`src/rtl/mem_arbiter.sv`:
```
`default_nettype none
// ============================================================================
// Module   : mem_arbiter
// Brief    : Shares one memory command port between the cart requester (high
//            priority) and the USB requester (low priority). One command at a
//            time, at most one read outstanding, read data routed back to the
//            issuing requester, bounded USB starvation, read timeout.
// Revision : 1.0  initial release
// ============================================================================
module mem_arbiter #(
  parameter int STARVE_LIMIT = 4,
  parameter int RD_TIMEOUT   = 1023
) (
  input  logic        clk,
  input  logic        rst,
  // cart requester
  input  logic        cart_rd_i,
  input  logic        cart_wr_i,
  input  logic [25:0] cart_addr_i,
  input  logic [1:0]  cart_width_i,
  input  logic [31:0] cart_wr_data_i,
  output logic        cart_ack_o,
  output logic [31:0] cart_rd_data_o,
  output logic        cart_rd_valid_o,
  // USB requester
  input  logic        usb_rd_i,
  input  logic        usb_wr_i,
  input  logic [25:0] usb_addr_i,
  input  logic [1:0]  usb_width_i,
  input  logic [31:0] usb_wr_data_i,
  output logic        usb_ack_o,
  output logic [31:0] usb_rd_data_o,
  output logic        usb_rd_valid_o,
  // memory side
  input  logic        mem_rd_ready_i,
  input  logic        mem_wr_ready_i,
  output logic        mem_rd_o,
  output logic        mem_wr_o,
  output logic [25:0] mem_addr_o,
  output logic [1:0]  mem_data_width_o,
  output logic [31:0] mem_wr_data_o,
  input  logic [31:0] mem_rd_data_i,
  input  logic        mem_rd_valid_i,
  // status
  output logic        busy_o,
  output logic        owner_o,
  output logic        timeout_err_o
);

  localparam int SW = $clog2(STARVE_LIMIT + 1);
  localparam int TW = $clog2(RD_TIMEOUT + 1);

  localparam logic [SW-1:0] c_STARVE_MAX = SW'(STARVE_LIMIT);
  localparam logic [TW-1:0] c_TMO_MAX    = TW'(RD_TIMEOUT);

  localparam logic [1:0] c_IDLE    = 2'd0;
  localparam logic [1:0] c_WR_GAP  = 2'd1;
  localparam logic [1:0] c_RD_WAIT = 2'd2;

  logic [1:0]    state_q, state_d;
  logic [SW-1:0] starve_q, starve_d;
  logic [TW-1:0] tmo_cnt_q, tmo_cnt_d;

  logic          mem_rd_q, mem_wr_q;
  logic [25:0]   mem_addr_q;
  logic [1:0]    mem_width_q;
  logic [31:0]   mem_wr_data_q;
  logic          cart_ack_q, usb_ack_q;
  logic          cart_rd_valid_q, usb_rd_valid_q;
  logic [31:0]   cart_rd_data_q, usb_rd_data_q;
  logic          owner_q;
  logic          timeout_err_q;

  // Issuable requests: a read beats a simultaneous write from the same master.
  logic w_cart_rd_ok, w_cart_wr_ok, w_usb_rd_ok, w_usb_wr_ok;
  logic w_cart_iss, w_usb_iss, w_usb_req, w_idle;
  logic w_grant_cart, w_grant_usb, w_grant_any, w_grant_rd;
  logic w_rd_wait, w_rsp, w_tmo, w_rd_done;

  assign w_cart_rd_ok = cart_rd_i & mem_rd_ready_i;
  assign w_cart_wr_ok = cart_wr_i & ~cart_rd_i & mem_wr_ready_i;
  assign w_usb_rd_ok  = usb_rd_i & mem_rd_ready_i;
  assign w_usb_wr_ok  = usb_wr_i & ~usb_rd_i & mem_wr_ready_i;
  assign w_cart_iss   = w_cart_rd_ok | w_cart_wr_ok;
  assign w_usb_iss    = w_usb_rd_ok | w_usb_wr_ok;
  assign w_usb_req    = usb_rd_i | usb_wr_i;
  assign w_idle       = (state_q == c_IDLE);

  // USB wins when it has been starved long enough, or when cart cannot issue.
  assign w_grant_usb  = w_idle & w_usb_iss & ((starve_q == c_STARVE_MAX) | ~w_cart_iss);
  assign w_grant_cart = w_idle & w_cart_iss & ~w_grant_usb;
  assign w_grant_any  = w_grant_usb | w_grant_cart;
  assign w_grant_rd   = w_grant_usb ? w_usb_rd_ok : w_cart_rd_ok;

  // A response in the same cycle as the timeout limit still counts as data.
  assign w_rd_wait = (state_q == c_RD_WAIT);
  assign w_rsp     = w_rd_wait & mem_rd_valid_i;
  assign w_tmo     = w_rd_wait & ~mem_rd_valid_i & (tmo_cnt_q == c_TMO_MAX);
  assign w_rd_done = w_rsp | w_tmo;

  // Next-state, starvation counter and read-wait timer.
  always_comb begin
    state_d   = state_q;
    starve_d  = starve_q;
    tmo_cnt_d = tmo_cnt_q;

    case (state_q)
      c_IDLE: begin
        if (w_grant_any) begin
          state_d = w_grant_rd ? c_RD_WAIT : c_WR_GAP;
        end
      end
      c_WR_GAP:  state_d = c_IDLE;
      c_RD_WAIT: if (w_rd_done) state_d = c_IDLE;
      default:   state_d = c_IDLE;
    endcase

    if (!w_usb_req || w_grant_usb) begin
      starve_d = '0;
    end else if (w_grant_cart && (starve_q != c_STARVE_MAX)) begin
      starve_d = starve_q + SW'(1);
    end

    if (w_grant_any && w_grant_rd) begin
      tmo_cnt_d = '0;
    end else if (w_rd_wait && (tmo_cnt_q != c_TMO_MAX)) begin
      tmo_cnt_d = tmo_cnt_q + TW'(1);
    end
  end

  // Control state registers.
  always_ff @(posedge clk) begin
    if (rst) begin
      state_q   <= c_IDLE;
      starve_q  <= '0;
      tmo_cnt_q <= '0;
    end else begin
      state_q   <= state_d;
      starve_q  <= starve_d;
      tmo_cnt_q <= tmo_cnt_d;
    end
  end

  // Command strobes, acks, owner and the registered command payload.
  always_ff @(posedge clk) begin
    if (rst) begin
      mem_rd_q      <= 1'b0;
      mem_wr_q      <= 1'b0;
      cart_ack_q    <= 1'b0;
      usb_ack_q     <= 1'b0;
      owner_q       <= 1'b0;
      mem_addr_q    <= '0;
      mem_width_q   <= '0;
      mem_wr_data_q <= '0;
    end else begin
      mem_rd_q   <= w_grant_any & w_grant_rd;
      mem_wr_q   <= w_grant_any & ~w_grant_rd;
      cart_ack_q <= w_grant_cart;
      usb_ack_q  <= w_grant_usb;
      if (w_grant_usb) begin
        owner_q       <= 1'b1;
        mem_addr_q    <= usb_addr_i;
        mem_width_q   <= usb_width_i;
        mem_wr_data_q <= usb_wr_data_i;
      end else if (w_grant_cart) begin
        owner_q       <= 1'b0;
        mem_addr_q    <= cart_addr_i;
        mem_width_q   <= cart_width_i;
        mem_wr_data_q <= cart_wr_data_i;
      end
    end
  end

  // Read completion: route data (or zero on timeout) to the read's owner.
  always_ff @(posedge clk) begin
    if (rst) begin
      cart_rd_valid_q <= 1'b0;
      usb_rd_valid_q  <= 1'b0;
      cart_rd_data_q  <= '0;
      usb_rd_data_q   <= '0;
      timeout_err_q   <= 1'b0;
    end else begin
      cart_rd_valid_q <= w_rd_done & ~owner_q;
      usb_rd_valid_q  <= w_rd_done & owner_q;
      if (w_rd_done && !owner_q) begin
        cart_rd_data_q <= w_rsp ? mem_rd_data_i : 32'h0;
      end
      if (w_rd_done && owner_q) begin
        usb_rd_data_q <= w_rsp ? mem_rd_data_i : 32'h0;
      end
      if (w_tmo) begin
        timeout_err_q <= 1'b1;
      end
    end
  end

  assign mem_rd_o         = mem_rd_q;
  assign mem_wr_o         = mem_wr_q;
  assign mem_addr_o       = mem_addr_q;
  assign mem_data_width_o = mem_width_q;
  assign mem_wr_data_o    = mem_wr_data_q;
  assign cart_ack_o       = cart_ack_q;
  assign usb_ack_o        = usb_ack_q;
  assign cart_rd_data_o   = cart_rd_data_q;
  assign cart_rd_valid_o  = cart_rd_valid_q;
  assign usb_rd_data_o    = usb_rd_data_q;
  assign usb_rd_valid_o   = usb_rd_valid_q;
  assign busy_o           = (state_q != c_IDLE);
  assign owner_o          = owner_q;
  assign timeout_err_o    = timeout_err_q;

endmodule
`default_nettype wire
```
`config.mk`:
```
export PLATFORM = sky130hd
export DESIGN_NAME = mem_arbiter
export DESIGN_NICKNAME = d
export VERILOG_FILES = /design/src/rtl/mem_arbiter.sv
export SDC_FILE = /design/constraint.sdc
export NUM_CORES = 1
export LEC_CHECK = 0
export BUFFER_PORTS_ARGS = -buffer_cell sky130_fd_sc_hd__buf_4
export CAP_MARGIN = 20
export CORE_ASPECT_RATIO = 0.5
export CORE_UTILIZATION = 45
export CTS_CLUSTER_SIZE = 14
export DETAILED_ROUTE_END_ITERATION = 6
export PLACE_DENSITY = 0.87
export SYNTH_ARGS = -nofsm -noshare
export SYNTH_HDL_FRONTEND = slang
export SYNTH_SLANG_ARGS = --single-unit
```
`constraint.sdc`:
```
create_clock -name clk -period 2 [get_ports clk]
set_input_delay 0.1 -clock clk [delete_from_list [all_inputs] [get_ports clk]]
set_output_delay 0.1 -clock clk [all_outputs]
set_load 0.005 [all_outputs]
```
==> summary.md, run 1 <==
| Metric | Value |
|---|---|
| Max Buffers Root-to-Sink | 2 |
| Die area | 13100 µm² |
| Fin crit share | 98.6% |
| VDD IR-drop max | 0.741 mV |
| Placed cell count | just under 1000 |
| # nets final | ~1100 |
| Post-route cell area | 9620 µm² |
| Largest net degree at the start of global routing | 65 |
| Area growth from synthesis to layout | 69.5% |
| First-pass GRT wire length | 32.0 mm |
| Initial Util | 47.1% |
| Drt pass-1 iters | 5 |
| # IOs | 294 |
| CP endpoint kind | flip-flop |
| Die extent in y | between 80 and 90 µm |
| Cell accounting for the most synthesized area | dfxtp_1 |
| Synthesis Warnings | 0 |
| Non-filler instance count after layout | 1102 |
| Rows | 28 |
| CTS tree | built |
| Top cells by area, synth | dfxtp_1, a22o_1, o32ai_1, a211oi_1, inv_1 |
| WL per Instance | 19.5 µm |
| Post-DP Area | 8060 µm² |
| Fraction of layout cells with a size suffix above 1 | 38.1% |
| Cells after Synth | between 500 and 600 |
| Via count | 6378 |
| Gr usage total | 31.2% |
| Mapped cell area | 5680 µm² |
| HPWL after DPL | 12.2 mm |
| Number of global-route vias before repair | 6190 |
| Worst Max-Slew Pin Slew | ~0.64 ns |
| Synth Flop Type | dfxtp_1 |
| Worst Clk Skew | 0.00932 ns |
| EDFF count, synth | 0 |
| Num Clock Sinks | 147 |
| Crit path launch type | flip-flop |
| Die width | 161 µm |
| Initial antenna violation count | 0 |
| Status | finished, final reports clean |
| # setup viols final | 0 |
| Port bufs | 293 |
| Post-synth top area share | 51.9% |
| Hold Crit Class | in2reg |
| Static Leakage | between 4 and 5 nW |
| Worst slew margin | a little under three fifths |
| Seq cells post-synth | 147 |
| Routed WL | 21.5 mm |
| Total gr overflow | 0 |
| Synth cell types | 51 |
| Synth async-reset ratio | 0% |
| Required time worst endpoint | around 2.3 ns |
| Vias per cell | 5.79 |
| Crit path max fanout | 27 |
| DRC Markers | 0 |
| Max Clock Freq | 507 MHz |
| Syn nets | just over 700 |
| Worst path arrival time | between 2 and 2.5 ns |
| 1st-iter DRT viols | between 500 and 600 |
| Worst skew pair latency | 0.41 ns |
| Post-DRT Antenna Nets | 0 |
| Number of H-tree levels | 4 |
| Mean Syn Cell Area | 10.4 µm² |
| Slew Viols, Final | 0 |
| Clock root buffer master | clkbuf_16 |
| Worst-path clk slew | 0.06 ns |
| Minimum clock period after layout | 1.97 ns |
| Max-cap violation count | 0 |
| RSZ-0062 raised after global routing | no |
| Core area | 12100 µm² |
| Setup CP Type | reg2reg |
| Num CTS Buffers | 17 |
| PD cells | 828 nW/µm² |
| Seq/Total Area, Yosys | 51.9% |
| Placer congestion estimate | 0.863 |
| Final number of hold-violating endpoints | 0 |
through the flow:
step	worst slack (ns)	TNS, ns	hold WS, ns	total power, W	util [%]
after floorplan	0.307	0	0.224	0.00394	-
after global placement	0.107	0	0.319	0.00465	66.8
after detailed placement	0.0125	0	0.325	0.00470	66.8
after CTS	-0.00821	-0.0115	0.0217	0.00791	79.4
after global routing	0.00449	0	0.0819	0.00824	79.8
final	0.0289	0	0.0499	0.00796	79.8
state kept, by name, indices dropped and copies added, names as in the netlist:
| signal | cells |
|---|---|
| timeout_err_o | 1 |
| tmo_cnt_q | 10 |
| starve_q | 3 |
| mem_wr_o | 1 |
| mem_addr_o | 26 |
| usb_rd_data_o | 32 |
| usb_rd_valid_o | 1 |
| cart_ack_o | 1 |
| state_q | 2 |
| usb_ack_o | 1 |
| owner_o | 1 |
| mem_rd_o | 1 |
| cart_rd_valid_o | 1 |
| mem_data_width_o | 2 |
| mem_wr_data_o | 32 |
| cart_rd_data_o | 32 |
routing by layer:
metal / up-vias / part of all wire, % / GRT usage [%]
met3: 72 / 6.5 / 5.66
met1: 3085 / 40 / 37.1
met5: - / 0 / 0
met2: 356 / 50 / 55.9
met4: 0 / 3.9 / 15.0
li1: 2865 / - / -
worst max-delay path: stages, from the launching register on:
cell and delay (ns):
dfxtp_1 0.33, nor2_2 0.23, inv_1 0.17, a41oi_4 0.24
buf_4 0.34, o32ai_1 0.20, a211oi_1 0.34
where the power goes:
group	internal (W)	switching, W
clock	0.00175	0.00133
combinational	0.000871	0.000730
sequential	0.00314	0.000139
total	0.00576	0.00220
synth_stat cells (all sizes together), types with 3 or more instances:
| cell type | instances |
|---|---|
| a31oi | 3 |
| nand2 | 10 |
| buf | 30 |
| nor2 | 10 |
| nand4 | 4 |
| inv | 65 |
| a21oi | 18 |
| dfxtp | 147 |
| o32ai | 60 |
| clkbuf | 17 |
| o31ai | 5 |
| a211oi | 62 |
| a22o | 64 |
| and2 | 3 |
| o21ai | 6 |
| or4 | 3 |
| nor3 | 4 |
| ha | 3 |
| and3 | 4 |
| nand3 | 5 |
path summary, 6_finish.rpt:
kind | from | to | slack, ns | depth (start not counted)
min | cart_rd_i | mem_rd_o$_SDFF_PP0_ | 0.05 | 3
max reg2reg | state_q[1]$_SDFFE_PP0P_ | mem_addr_o[18]$_SDFFE_PP0P_ | 0.03 | 6
min reg2reg | usb_rd_data_o[0]$_SDFFE_PP0P_ | usb_rd_data_o[0]$_SDFFE_PP0P_ | 0.48 | 1
max | state_q[1]$_SDFFE_PP0P_ | mem_addr_o[18]$_SDFFE_PP0P_ | 0.03 | 6
cells by family after synthesis:
logic type / count (synthesis) / synth area share, %
xor+xnor: 1 / 0.154
fa+ha+maj: 3 / 0.661
buf+inv: 112 / 8.75
compound gates: 226 / 32.2
flops: 147 / 51.9
mux: 2 / 0.441
simple gates: 56 / 5.95
cells in the final DEF, fill, tap and decap left out, drive strengths merged, types with 5 or more instances in the layout:
cell type,synthesis,routed
nand3,5,5
dlygate4sd3,0,94
buf,30,310
inv,65,71
a211oi,62,62
dfxtp,147,147
o21ai,6,6
clkbuf,17,17
o31ai,5,5
a21oi,18,18
a22o,64,64
nor2,10,10
o32ai,60,60
nand2,10,10
repair_timing:
item / CTS / global route
hold buffers: 94 / 0
pin swaps: 1 / 2
endpoints found under the setup margin: 19 / 44
gates cloned: 0 / 1
setup buffers: 0 / 2
hold endpoints to repair: 126 / 0
resized for setup: 0 / 4
final cells by class:
| class | instances | area (µm²) |
|---|---|---|
| multi-input cells | 289 | 2320 |
| diodes | 1 | 2.50 |
| repair buffers | 404 | 3330 |
| well taps | 165 | 206 |
| inverters | 65 | 244 |
| fillers | 722 | 2430 |
| clock inverters | 14 | 146 |
| clock buffers | 17 | 425 |
| flip-flops and latches | 147 | 2940 |
Note: power is estimated with default switching activity, not from simulation.
==> inputs of run 2 (changes only) <==
CELL_PAD_IN_SITES_DETAIL_PLACEMENT = 1   (was not set)
CELL_PAD_IN_SITES_GLOBAL_PLACEMENT = 1   (was not set)
CORE_UTILIZATION = 27   (was 45)
PLACE_DENSITY = not set   (was 0.87)
PLACE_DENSITY_LB_ADDON = 0.1   (was not set)
==> summary.md, run 2 (same netlist as run 1, synthesis figures left out) <==
| Metric | Value |
|---|---|
| Hold Crit Class | in2reg |
| Slowest-stage cell, CP | dfxtp_1 |
| PD cells | around 830 nW/µm² |
| Setup TNS | 0 ns |
| # IOs | 294 |
| Fraction of layout cells with a size suffix above 1 | 38.3% |
| Num Clock Sinks | 147 |
| Area growth from synthesis to layout | 72.6% |
| WL per Instance | 17.8 µm |
| Slew Viols, Final | 0 |
| Final number of hold-violating endpoints | 0 |
| Clock network power share | 40.1% |
| Crit path max fanout | 32 |
| Hold path startpoint | cart_rd_i |
| Vias per cell | 4.94 |
| Worst-path clk slew | 0.07 ns |
| Minimum clock period after layout | 1.83 ns |
| Largest net degree at the start of global routing | between 40 and 50 |
| Num CTS Buffers | 17 |
| ANT cells | 0 |
| Failing checks | DRC |
| Crit path launch type | flip-flop |
| Initial Util | 27.6% |
| Max Buffers Root-to-Sink | 2 |
| VDD IR-drop max | roughly 0.52 mV |
| Setup Buffers After CTS | 0 |
| Worst path arrival time | 2.15 ns |
| Placer congestion estimate | ~0.76 |
| R2r endpoint | usb_rd_data_o[8]$_SDFFE_PP0P_ |
| Number of global-route vias before repair | between 6000 and 7000 |
| CTS tree | built |
| Status | finished with violations |
| Setup CP Type | reg2reg |
| Clock root buffer master | clkbuf_16 |
| Worst path max stage delay | 0.37 ns |
| Drt pass-1 iters | 7 |
| Die extent in y | approximately 100 µm |
| # fillers | 2288 |
| First-pass GRT wire length | roughly 34 mm |
| Fin crit share | around 90% |
| Routed WL | 21.6 mm |
| Crit path cell chain | ha_1, nand3_1, o31ai_4, a31oi_4, buf_12, a22o_1 |
| Required time worst endpoint | roughly 2.3 ns |
| RSZ-0062 raised after global routing | no |
| Crit Reg-Reg Startpoint | tmo_cnt_q[0]$_SDFFE_PP0P_ |
| WHS Endpoint | mem_wr_o$_SDFF_PP0_ |
| Multi-input combinational cell area | 2290 µm² |
| Worst Clk Skew | 0.0127 ns |
| # nets final | 1088 |
| Hold Path Depth | 3 |
| Core area | 20600 µm² |
| CP endpoint kind | flip-flop |
| Fin Hold WS | slightly below 0.04 ns |
| Max-cap violation count | 0 |
| Post-DRT Antenna Nets | 0 |
| Max Clock Freq | 545 MHz |
| HPWL after DPL | 14.5 mm |
| Worst Max-Slew Pin Slew | between 0.5 and 0.6 ns |
| Sw Share | 29.3% |
| Die area | between 20000 and 25000 µm² |
| Sw power | 0.00238 W |
| Worst skew pair latency | 0.43 ns |
| 1st-iter DRT viols | 226 |
| Static Leakage | 4.40 nW |
| Combinational share of power | 19.6% |
| Number of H-tree levels | 4 |
| Worst slew margin | 64.0% |
| FF-to-FF setup slack | 0.17 ns |
| Port bufs | just under 300 |
| Total gr overflow | 0 |
| Via count | 5981 |
| Gr usage total | 19.9% |
| Register area | 2940 µm² |
| Most frequent cells in the layout | buf_4, dfxtp_1, dlygate4sd3_1 |
| Pint | 0.00573 W |
| Die width | 207 µm |
| # setup viols final | 0 |
| DRC Markers | 12 |
| Rows | 37 |
| R2R depth | 6 |
| Initial antenna violation count | 0 |
| Sequential power share | 40.3% |
| Commonest non-fill, non-tap cell in the layout | buf_4 |
[run 2: cell count changes in the layout (fill, tap and decap cells not counted), sizes merged]
cell | previous run | this run
diode | 1 | 0
clkinvlp | 4 | 0
inv | 71 | 72
buf | 310 | 312
bufinv | 1 | 0
dlygate4sd3 | 94 | 93
a31oi | 4 | 3
clkinv | 3 | 8
[run 2: area by class of cell]
cell class	count	share of cell area, %
Clock buffer	17	4.34
Clock inverter	15	1.90
Inverter	65	2.49
Multi-Input combinational cell	288	23.4
Sequential cell	147	30.0
Tap cell	273	3.49
Timing Repair Buffer	405	34.4
[run 2: how the worst max path moves through the flow]
stage	startpoint	to	slack (ns)	depth (start not counted)
3_3_place_gp	starve_q[0]$_SDFFE_PP0P_	mem_addr_o[12]$_SDFFE_PP0P_	0.23	7
5_1_grt	tmo_cnt_q[0]$_SDFFE_PP0P_	usb_rd_data_o[28]$_SDFFE_PP0P_	0.06	6
2_1_floorplan	starve_q[0]$_SDFFE_PP0P_	mem_addr_o[0]$_SDFFE_PP0P_	0.31	7
6_report	tmo_cnt_q[0]$_SDFFE_PP0P_	usb_rd_data_o[8]$_SDFFE_PP0P_	0.17	6
3_5_place_dp	starve_q[0]$_SDFFE_PP0P_	mem_addr_o[4]$_SDFFE_PP0P_	0.12	7
4_1_cts	starve_q[0]$_SDFFE_PP0P_	mem_addr_o[9]$_SDFFE_PP0P_	0.09	7
[run 2: power groups by stage]
| stage | logic (W) | clock network, W | registers [W] |
|---|---|---|---|
| 3_5_place_dp | 0.00145 | 0 | 0.00332 |
| 3_3_place_gp | 0.00143 | 0 | 0.00331 |
| 4_1_cts | 0.00160 | 0.00332 | 0.00326 |
| 5_1_grt | 0.00172 | 0.00347 | 0.00328 |
| 6_report | 0.00159 | 0.00325 | 0.00326 |
| 2_1_floorplan | 0.000617 | 0 | 0.00333 |
[run 2: metrics by stage]
step | util, % | setup WS, ns | total power [W] | cell area (µm²) | cells
5_1_grt | 47.6 | 0.0552 | 0.00847 | 9790 | 1210
3_5_place_dp | 40.1 | 0.125 | 0.00477 | 8250 | 1085
2_1_floorplan | - | 0.307 | 0.00394 | 5680 | 547
3_3_place_gp | 40.1 | 0.235 | 0.00474 | 8250 | 1085
4_1_cts | 47.6 | 0.0918 | 0.00819 | 9790 | 1210
6_report | 47.6 | 0.167 | 0.00810 | 9790 | 1210
[run 2: worst max-delay path: cells and delay by family, from the launching register on]
family	cells	cell delay, ns
buf+inv	1	0.19
fa+ha+maj	1	0.23
compound gates	3	0.70
flops	1	0.37
simple gates	1	0.22
[run 2: routing by layer]
metal	track usage [%]	wire (µm)	vias up
li1	-	-	2850
met1	24.0	9410	2958
met2	33.8	10500	149
met3	5.95	1240	24
met4	6.66	389	0
met5	0	0	-
[run 2: repair_timing]
item                                    in CTS  in global routing
hold buffers                                93                  0
hold endpoints to repair                   125                  0
resized for setup                            0                  2
endpoints found under the setup margin       0                  4
==> inputs of run 3 (changes only) <==
PLACE_DENSITY = 0.76   (was not set)
PLACE_DENSITY_LB_ADDON = not set   (was 0.1)
==> summary.md, run 3 (same netlist as run 1, synthesis figures left out) <==
| Metric | Value |
|---|---|
| Crit path launch type | flip-flop |
| Total gr overflow | 0 |
| R2r endpoint | mem_wr_data_o[28]$_SDFFE_PP0P_ |
| Clock root buffer master | clkbuf_16 |
| Minimum clock period after layout | 1.97 ns |
| Number of H-tree levels | 4 |
| Drt pass-1 iters | 7 |
| # IOs | 294 |
| First-pass GRT wire length | 35.2 mm |
| WHS Endpoint | mem_wr_data_o[3]$_SDFFE_PP0P_ |
| Failing checks | DRC |
| # nets final | 1089 |
| Slew Viols, Final | 0 |
| Final number of hold-violating endpoints | 0 |
| Worst Max-Slew Pin Slew | 0.620 ns |
| Post-DP Area | 8190 µm² |
| Worst Clk Skew | 0.00671 ns |
| Max-cap violation count | 0 |
| Post-DRT Antenna Nets | 0 |
| Gr usage total | 20.6% |
| Worst-path clk slew | roughly 0.070 ns |
| CP endpoint kind | flip-flop |
| HPWL after DPL | roughly 14 mm |
| Port bufs | just under 300 |
| Hold Crit Class | in2reg |
| PD cells | between 800 and 900 nW/µm² |
| Most frequent cells in the layout | buf_4, dfxtp_1, dlygate4sd3_1 |
| Area growth from synthesis to layout | 71.8% |
| Required time worst endpoint | 2.29 ns |
| R2R depth | 6 |
| Multi-input combinational cell area | 2320 µm² |
| WL per Instance | 18.7 µm |
| Hold Path Depth | 3 |
| # setup viols final | 0 |
| Via count | ~6200 |
| FF-to-FF setup slack | ~0.030 ns |
| Register area | 2940 µm² |
| Number of global-route vias before repair | ~6600 |
| Routed WL | 22.7 mm |
| Setup CP Type | reg2reg |
| Vias per cell | 5.09 |
| # fillers | 2256 |
| Static Leakage | 4.35 nW |
| Worst path arrival time | 2.26 ns |
| RSZ-0062 raised after global routing | yes |
| Rows | 37 |
| Initial antenna violation count | 1 |
| Max Clock Freq | about 510 MHz |
| Setup TNS | 0 ns |
| CTS tree | built |
| Core area | 20600 µm² |
| Worst slew margin | between 50% and 60% |
| Fin crit share | 98.5% |
| Largest net degree at the start of global routing | 65 |
| CP startpoint | starve_q[0]$_SDFFE_PP0P_ |
| Fraction of layout cells with a size suffix above 1 | between 30% and 40% |
| Hold path startpoint | usb_wr_data_i[3] |
| Status | finished with violations |
| Die width | between 200 and 250 µm |
| Num CTS Buffers | 17 |
| VDD IR-drop max | 0.438 mV |
| Die extent in y | approximately 100 µm |
| 1st-iter DRT viols | between 300 and 400 |
| Crit Reg-Reg Startpoint | starve_q[0]$_SDFFE_PP0P_ |
| Max Buffers Root-to-Sink | 2 |
| DRC Markers | 9 |
| Placer congestion estimate | 0.803 |
| Commonest non-fill, non-tap cell in the layout | buf_4 |
| Worst skew pair latency | 0.43 ns |
| Die area | 21600 µm² |
| Initial Util | 27.6% |
| Crit path max fanout | 60 |
| Num Clock Sinks | 147 |
| Post-route cell area | roughly 10000 µm² |
==> run 3: final cells by class <==
class / count / share of cell area (%)
timing repair buffer: 405 / 34.4
sequential: 147 / 30.2
multi-input combinational: 289 / 23.8
clock buffer: 21 / 4.72
tap: 273 / 3.50
inverter: 65 / 2.50
clock inverter: 11 / 0.808
antenna: 1 / 0.0257
==> run 3: worst max path at each step <==
stage	to	slack, ns	cells past startpoint
after global routing	starve_q[2]$_SDFFE_PP0P_	-0.04	7
after floorplan	mem_addr_o[0]$_SDFFE_PP0P_	0.31	7
final	mem_wr_data_o[28]$_SDFFE_PP0P_	0.03	6
after CTS	starve_q[2]$_SDFFE_PP0P_	0.03	7
after detailed placement	mem_wr_data_o[4]$_SDFFE_PP0P_	-0.07	6
after global placement	mem_addr_o[2]$_SDFFE_PP0P_	0.04	6
==> run 3: metrics by stage <==
stage          total power, W  hold WS, ns  std cells  setup slack (ns)  utilization (%)
3_5_place_dp          0.00472        0.326       1081           -0.0738             39.8
2_1_floorplan         0.00394        0.224        547             0.307                -
5_1_grt               0.00817       0.0581       1212           -0.0372             47.4
4_1_cts               0.00786       0.0335       1209            0.0259             47.2
6_report              0.00782       0.0563       1212            0.0298             47.4
3_3_place_gp          0.00467        0.320       1081            0.0449             39.8
==> run 3: where the power goes <==
part	total, W	internal, W	switching [W]
Combinational	0.00160	0.000870	0.000733
Sequential	0.00326	0.00314	0.000121
Clock	0.00295	0.00165	0.00130
Total	0.00782	0.00566	0.00216
==> run 3: timing repair <==
action	in CTS	in global routing
cloned	1	1
endpoints found under the hold margin	126	0
setup buffers	0	1
setup endpoints to repair	92	62
pin swaps	1	1
hold buffers	95	0
gates resized for setup	2	1
==> run 3: metal layers <==
layer | share of wire, % | global-route usage [%] | vias up
li1 | - | - | 2856
met1 | 41 | 23.2 | 3062
met2 | 51 | 36.8 | 184
met3 | 3.8 | 4.11 | 68
met4 | 3.9 | 11.2 | 0
met5 | 0 | 0 | -
==> run 3: worst max-delay path, stage by stage (launching register included) <==
cell      delay, ns
dfxtp_1        0.36
inv_1          0.08
ha_1           0.23
and2_2         0.25
a21oi_4        0.23
mux2_8         0.49
a211oi_1       0.16
